[src/rtl/normalize_pack_front_f64.sv]
// Normalization front end for a binary64 round/pack stage.
// Takes an unnormalized sign/exponent/significand and shifts the significand left until bit 62 is
// the leading one. A value with bit 63 set is shifted right by one instead, and the lost bit is
// ORed into bit 0. The exponent is adjusted to match, and the result is registered for the
// pack stage.
// The leading-zero count is found in two steps:
//   * COUNT strips whole zero bytes, one byte per cycle, up to seven bytes.
//   * FINE counts the zeros left in the top byte and forms the result.
// Ports:
//   ap_clk, ap_rst             clock, asynchronous active-high reset
//   ap_start                   job request, sampled only while idle
//   zSign, zExp, zSig          operand (12-bit two's-complement biased exponent, 64-bit sig)
//   ap_done, ap_ready          one-cycle result-valid pulse (identical signals)
//   ap_idle                    idle with no request pending
//   out_sign, out_exp, out_sig registered normalized result, held until the next job
module normalize_pack_front_f64 (
  input  logic        ap_clk,
  input  logic        ap_rst,
  input  logic        ap_start,
  input  logic        zSign,
  input  logic [11:0] zExp,
  input  logic [63:0] zSig,
  output logic        ap_done,
  output logic        ap_idle,
  output logic        ap_ready,
  output logic        out_sign,
  output logic [11:0] out_exp,
  output logic [63:0] out_sig
);

  typedef enum logic [3:0] {
    StIdle  = 4'b0001,
    StCount = 4'b0010,
    StFine  = 4'b0100,
    StDone  = 4'b1000
  } state_e;

  state_e      state_q;
  logic        sign_q;
  logic [11:0] exp_q;
  logic [63:0] sig_q;
  logic [6:0]  cnt_q;
  logic        out_sign_q;
  logic [11:0] out_exp_q;
  logic [63:0] out_sig_q;

  // Leading zeros of one byte; 8 when the byte is zero.
  function automatic logic [3:0] lzc8(input logic [7:0] b);
    logic [3:0] n;
    n = 4'd8;
    for (int i = 0; i < 8; i++) begin
      if (b[i]) n = 4'(7 - i);
    end
    return n;
  endfunction

  logic [3:0]  fine;
  logic [6:0]  total;
  logic [11:0] norm_exp;
  logic [63:0] norm_sig;

  always_comb begin
    fine  = lzc8(sig_q[63:56]);
    total = cnt_q + 7'(fine);
    // The exponent drops by (total - 1) in every case, including total = 0 and total = 64.
    norm_exp = exp_q + 12'd1 - 12'(total);
    norm_sig = '0;
    if (total == 7'd0) begin
      // The top bit is already set: shift right by one and OR the lost bit into bit 0.
      norm_sig = {1'b0, sig_q[63:1]} | {63'd0, sig_q[0]};
    end else if (fine == 4'd8) begin
      // The significand is all zero.
      norm_sig = '0;
    end else if (fine == 4'd0) begin
      // Byte stripping went one bit too far. The bit shifted out is a zero that was shifted in.
      norm_sig = sig_q >> 1;
    end else begin
      norm_sig = sig_q << (fine - 4'd1);
    end
  end

  always_ff @(posedge ap_clk or posedge ap_rst) begin
    if (ap_rst) begin
      state_q    <= StIdle;
      sign_q     <= 1'b0;
      exp_q      <= '0;
      sig_q      <= '0;
      cnt_q      <= '0;
      out_sign_q <= 1'b0;
      out_exp_q  <= '0;
      out_sig_q  <= '0;
    end else begin
      unique case (state_q)
        StIdle: begin
          if (ap_start) begin
            sign_q  <= zSign;
            exp_q   <= zExp;
            sig_q   <= zSig;
            cnt_q   <= '0;
            state_q <= StCount;
          end
        end
        StCount: begin
          if (sig_q[63:56] == 8'd0 && cnt_q < 7'd56) begin
            sig_q <= sig_q << 8;
            cnt_q <= cnt_q + 7'd8;
          end else begin
            state_q <= StFine;
          end
        end
        StFine: begin
          out_sign_q <= sign_q;
          out_exp_q  <= norm_exp;
          out_sig_q  <= norm_sig;
          state_q    <= StDone;
        end
        StDone: begin
          state_q <= StIdle;
        end
        default: begin
          state_q <= StIdle;
        end
      endcase
    end
  end

  assign ap_done  = (state_q == StDone);
  assign ap_ready = ap_done;
  assign ap_idle  = (state_q == StIdle) && !ap_start;
  assign out_sign = out_sign_q;
  assign out_exp  = out_exp_q;
  assign out_sig  = out_sig_q;

endmodule

[config.mk]
export PLATFORM = sky130hd
export DESIGN_NAME = normalize_pack_front_f64
export DESIGN_NICKNAME = d
export VERILOG_FILES = /design/src/rtl/normalize_pack_front_f64.sv
export SDC_FILE = /design/constraint.sdc
export NUM_CORES = 1
export LEC_CHECK = 0
export ABC_CLOCK_PERIOD_IN_PS = 7230
export BUFFER_PORTS_ARGS = -buffer_cell sky130_fd_sc_hd__buf_2
export CORE_MARGIN = 2
export CORE_UTILIZATION = 29
export CTS_CLUSTER_SIZE = 24
export DETAILED_ROUTE_END_ITERATION = 12
export GPL_ROUTABILITY_DRIVEN = 0
export PLACE_DENSITY = 0.53
export SLEW_MARGIN = 25
export SYNTH_ARGS = -nofsm -noshare
export SYNTH_HDL_FRONTEND = slang
export SYNTH_SLANG_ARGS = --single-unit
[constraint.sdc]
create_clock -name ap_clk -period 7.23 [get_ports ap_clk]
set_input_delay 1.8075 -clock ap_clk [delete_from_list [all_inputs] [get_ports ap_clk]]
set_output_delay 1.8075 -clock ap_clk [all_outputs]
set_load 0.005 [all_outputs]
Yosys cells after proc, flatten, opt, wreduce, memory -nomap -nowiden:

Cells that the tools add are included.

* flip-flop bits (word level): 165
* bits in writable memories: 0
* memories: 0
* logic and storage cells: 54
* bits in read-only memories: 0
* latch bits: 0
* input port bits: 80
* output and inout port bits: 80

* $add $sub $neg: 5
* muxes and demuxes: 20
* eq/ne operators: 8
* bitwise operators: 1
* $lt $le $gt $ge: 1
* shift-type cells: 1
* reductions and logical operators: 10
* divide/modulo/power cells: 0
* multipliers: 0

Operators by type and width (count)
* 64-bit 2-to-1 mux: 5
* 64-bit one-hot mux with 2 select lines: 1
* 64-bit by 4-bit << shifter with 64-bit output: 1
* 63-bit by 1-bit bitwise OR with 63-bit output: 1
* 4-bit 2-to-1 mux: 10
* 7-bit 2-to-1 mux: 2
* 7-bit one-hot mux with 2 select lines: 1
* 12-bit by 1-bit adder with 12-bit output, second input constant: 1
* 4-bit one-hot mux with 3 select lines: 1
* 12-bit by 7-bit subtractor with 12-bit output: 1
* 4-bit == test, second input constant: 2
* 8-bit zero test: 1
* 7-bit by 4-bit adder with 7-bit output: 1
* 7-bit by 4-bit adder with 7-bit output, second input constant: 1
* 7-bit zero test: 1
* 7-bit by 6-bit less-than comparator with 1-bit output, second input constant: 1
* 2-bit inequality test, second input constant: 3
* 4-bit by 1-bit == test with 1-bit output, second input constant: 1
* 4-bit by 2-bit == test with 1-bit output, second input constant: 1
* 4-bit by 3-bit == test with 1-bit output, second input constant: 1
* 4-bit zero test: 1
* 2-bit AND reduction: 2
* 4-bit by 1-bit subtractor with 4-bit output, second input constant: 1
* 3-bit AND reduction: 1
* 3 further kinds: 4

Longest topological paths before layout:

* depth after elaboration: 13
* mapped depth: 19
* mapped depth without buffers: 17

Worst setup path after synthesis:

No wires, ideal clock.

* kind: register -> register
* start: register sig_q[57]
* end: register out_exp_q[11] (netlist: out_exp[11])
* required time: 7.094 ns
* slack: 3.401 ns
* library setup time: 0.136 ns
* cell stages (with the launch flop): 16
* arrival: 3.692 ns
* path buffers: 1
* period minus slack after synthesis: 3.829 ns
* cell sequence: dfrtp_1 > clkbuf_1 > or4_1 > nor2_1 > ha_1 > nor2b_1 > a221oi_1 > o211a_1 > ha_1 > ha_1 > o21ai_0 > a21oi_1 > o41ai_1 > o21ai_0 > xnor2_1 > o21ai_0

* word-level cells in the longest chain between the ends: 9

RTL lines
* start: declaration: line 41 `logic [63:0] sig_q;`
* start signal: assignment: line 98 `sig_q <= zSig;`
* start signal: assignment: line 105 `sig_q <= sig_q << 8;`
* 4-bit 2-to-1 mux (7 in series): line 52 `if (b[i]) n = 4'(7 - i);`
* 7-bit by 4-bit adder with 7-bit output: line 64 `total = cnt_q + 7'(fine);`
* 12-bit by 7-bit subtractor with 12-bit output: line 66 `norm_exp = exp_q + 12'd1 - 12'(total);`
* end signal: assignment: line 113 `out_exp_q <= norm_exp;`
* end: declaration: line 44 `logic [11:0] out_exp_q;`

Every way passes these cells.
A chain may end at the register's enable or synchronous reset.

Worst setup path after layout:

* start: register sig_q[63]
* end: register out_exp_q[11] (netlist: out_exp[11])

* word-level cells in the longest chain between the ends: 3

RTL lines (line)
* 4-bit 2-to-1 mux: 52
* 7-bit by 4-bit adder with 7-bit output: 64
* 12-bit by 7-bit subtractor with 12-bit output: 66

Every way passes these cells.

==> metrics <==
sw frac=46.35%; Num CTS Buffers=17; max_cap viols=0; die area=35630 µm²; Internal=3.565 mW; first-pass GRT wire length=48040 µm; post-CTS sizing=0; CTS tree=yes; sw power=3.080 mW; Finished Core Util=34.60%; Root Buffer=clkbuf_16; mapped cell area=9901 µm²; die width=188.8 µm; CTS max path bufs=2; ys async rst share=100.0%; Synth Flop Type=dfrtp_1; Slew Limit Fails=0; CP Data Required Time=7.53 ns; Max IR drop VDD=0.0002370 V; I/O pins=160; core area=33620 µm²; IO buf count=159; Hold Violations, Final=0; endpoints failing setup=0; family with the most delay on the worst path=compound AO/OA/AOI/OAI gates; Yosys warning count=0; Worst Tran Pin Value=0.8787 ns; worst path bufs/invs=0; status=complete, no violations; Comb pwr share=58.5%; First-pass DRT Iterations=5; Leak Pwr=5.362 nW; critical path, cell by cell=or4_4, nor2_1, ha_1, nor2b_1, a221oi_1, o211a_1, ha_1, ha_1, o21ai_0, a21oi_1, o41ai_1, o21ai_0, xnor2_1, o21ai_0; H-tree depth=4; DRT iter0 DRCs=492; Crit Path Class=flip-flop to flip-flop; crit start category=flip-flop; register share of total power=27.1%; postcts setup bufs=0; Initial Utilization=29.45%; Max Fclk=0.2222 GHz; gr usage total=17.30%; type of destination of the critical path=flip-flop; r2r setup slk=2.73 ns; RSZ-0062 raised after global routing=no; Avg Cell Area, Syn=9.376 µm²; initial antenna violation count=1; fin crit share=62.25%; Clk Latency, worst-skew pair=0.44 ns; vias in the first global route=8278; worst hold slack=0.4709 ns; wire per inst=18.51 µm; Yosys cell types=68; Seq/Total Area, Yosys=40.96%; Final ANT Viol Nets=0; Nets=1262; clock skew=0.01330 ns; max_slew headroom=41.42%; synthesized instance count=1056; Vias=8192; CP arrival=4.80 ns; Net Count, Synth=1158; Yosys reg bits=162; clock power share=14.4%; PwrDens=571.2 nW/µm²; vias per std cell=5.054; CP max FO=15; Slowest cell on crit path=dfrtp_1; CTS sink cnt=162; drt drc=0; Critical Path Max Stage Delay=0.60 ns; EDFF count, synth=0; Synth-to-Final Area Change=17.49%; total congestion overflow=0; die height=188.8 µm; pin count of the biggest net entering global routing=115; layout cells sized above 1=19.28%; half-perimeter wire length after placement=20610 µm; drt total wl=30000 µm; num rows=67; total negative setup slack=0 ns; crit path time final=4.500 ns; worst hold path class=flip-flop to flip-flop; hold buffer count at CTS=0; clock transition at the registers of the reported paths=0.07 ns
==> synth_stat cells, types with 3 or more instances <==
master	number	area [µm²]
ha_1	21	262.8
a21oi_1	61	305.3
nand2b_1	44	275.3
o21ai_1	79	395.4
nor2b_1	5	31.28
or3_1	3	18.77
o21ai_0	34	170.2
nand2_1	194	728.2
o31ai_1	3	22.52
and2_1	3	18.77
nor3_1	4	20.02
xnor2_1	4	35.03
dfrtp_1	161	4029
buf_4	8	60.06
buf_1	4	15.01
a22oi_1	17	127.6
nand4_1	3	18.77
nor2_1	20	75.07
a221o_1	41	410.4
clkbuf_1	57	214.0
inv_1	19	71.32
a21o_1	3	22.52
a31oi_1	5	31.28
xor2_1	6	52.55
and3_1	5	31.28
mux2_2	3	33.78
mux2i_1	184	1842
buf_2	16	80.08
==> worst reg2reg max path, stage by stage, from the launching register on <==
cell      delay (ns)
dfrtp_1         0.60
or4_4           0.57
nor2_1          0.32
ha_1            0.35
nor2b_1         0.09
a221oi_1        0.27
o211a_1         0.31
ha_1            0.27
ha_1            0.29
o21ai_0         0.14
a21oi_1         0.11
o41ai_1         0.52
o21ai_0         0.23
xnor2_1         0.21
o21ai_0         0.09
==> logic make-up after synthesis <==
family / count (synthesis) / share of synthesized area [%]
AOI/OAI and AO/OA: 266 / 17.40
muxes: 189 / 19.40
adders and majority gates: 22 / 2.856
buffers and inverters: 107 / 4.726
other: 1 / 0.03788
xor gates and xnor gates: 10 / 0.8846
DFF: 162 / 40.96
and+or+nand+nor: 299 / 13.74
==> stage by stage <==
stage	total power [mW]	std cells	setup slack (ns)	instance area, µm²
2_1_floorplan	4.667	1056	1.048	9901
3_3_place_gp	5.690	1589	2.967	11030
3_5_place_dp	5.716	1589	2.808	11030
4_1_cts	6.710	1620	2.775	11630
5_1_grt	7.242	1620	2.468	11630
6_report	6.645	1621	2.730	11630
==> cells in the final DEF, fill, tap and decap left out, types with 6 or more instances in the layout <==
master       n
dfrtp_1    161
o21ai_0     34
ha_1        20
nand2b_1    44
inv_1       18
nor2_1      19
clkbuf_16   17
o21ai_1     79
buf_4       13
xor2_1       6
a221o_1     41
a22oi_1     17
mux2i_1    184
buf_2      159
a21oi_1     61
nand2_1    194
==> sequential cells by signal, summed over array words and instances (netlist names) <==
signal and count:
exp_q 12, sig_q 64, out_exp 12, sign_q 1, out_sig 64, cnt_q 4
state_q 4, out_sign 1
==> power by group through the flow <==
| stage | clock network (mW) | logic, mW | registers (mW) |
|---|---|---|---|
| 2_1_floorplan | 0 | 3.09 | 1.58 |
| 3_3_place_gp | 0 | 3.88 | 1.81 |
| 3_5_place_dp | 0 | 3.90 | 1.81 |
| 4_1_cts | 0.989 | 3.92 | 1.80 |
| 5_1_grt | 1.03 | 4.35 | 1.86 |
| 6_report | 0.958 | 3.89 | 1.80 |
==> routing by layer <==
layer | GRT usage, % | part of all wire (%)
met1 | 24.45 | 49
met2 | 26.58 | 45
met4 | 4.688 | 1.1
met5 | 0 | 0
met3 | 3.855 | 5.0
==> cell type report <==
| type | count | area [µm²] |
|---|---|---|
| fillers | 3504 | 21980 |
| multi-input cells | 787 | 5433 |
| flip-flops and latches | 162 | 4055 |
| repair buffers | 173 | 904.6 |
| well taps | 448 | 560.5 |
| clock buffers | 21 | 440.4 |
| clock inverters | 10 | 160.2 |
| inverters | 19 | 76.32 |
| diodes | 1 | 2.502 |
==> worst paths after layout <==
check / from / end / cells past startpoint
worst max register to register: sig_q[63] / out_exp[11] / 14
worst min register to register: out_exp[1] / out_exp[1] / 2
worst min-delay path: out_exp[1] / out_exp[1] / 2
min in group asynchronous: ap_rst / sig_q[17] / 2
worst max-delay path: sig_q[63] / out_exp[11] / 14
max in group asynchronous: ap_rst / out_sig[23] / 3
(Power assumes the default switching activity.)
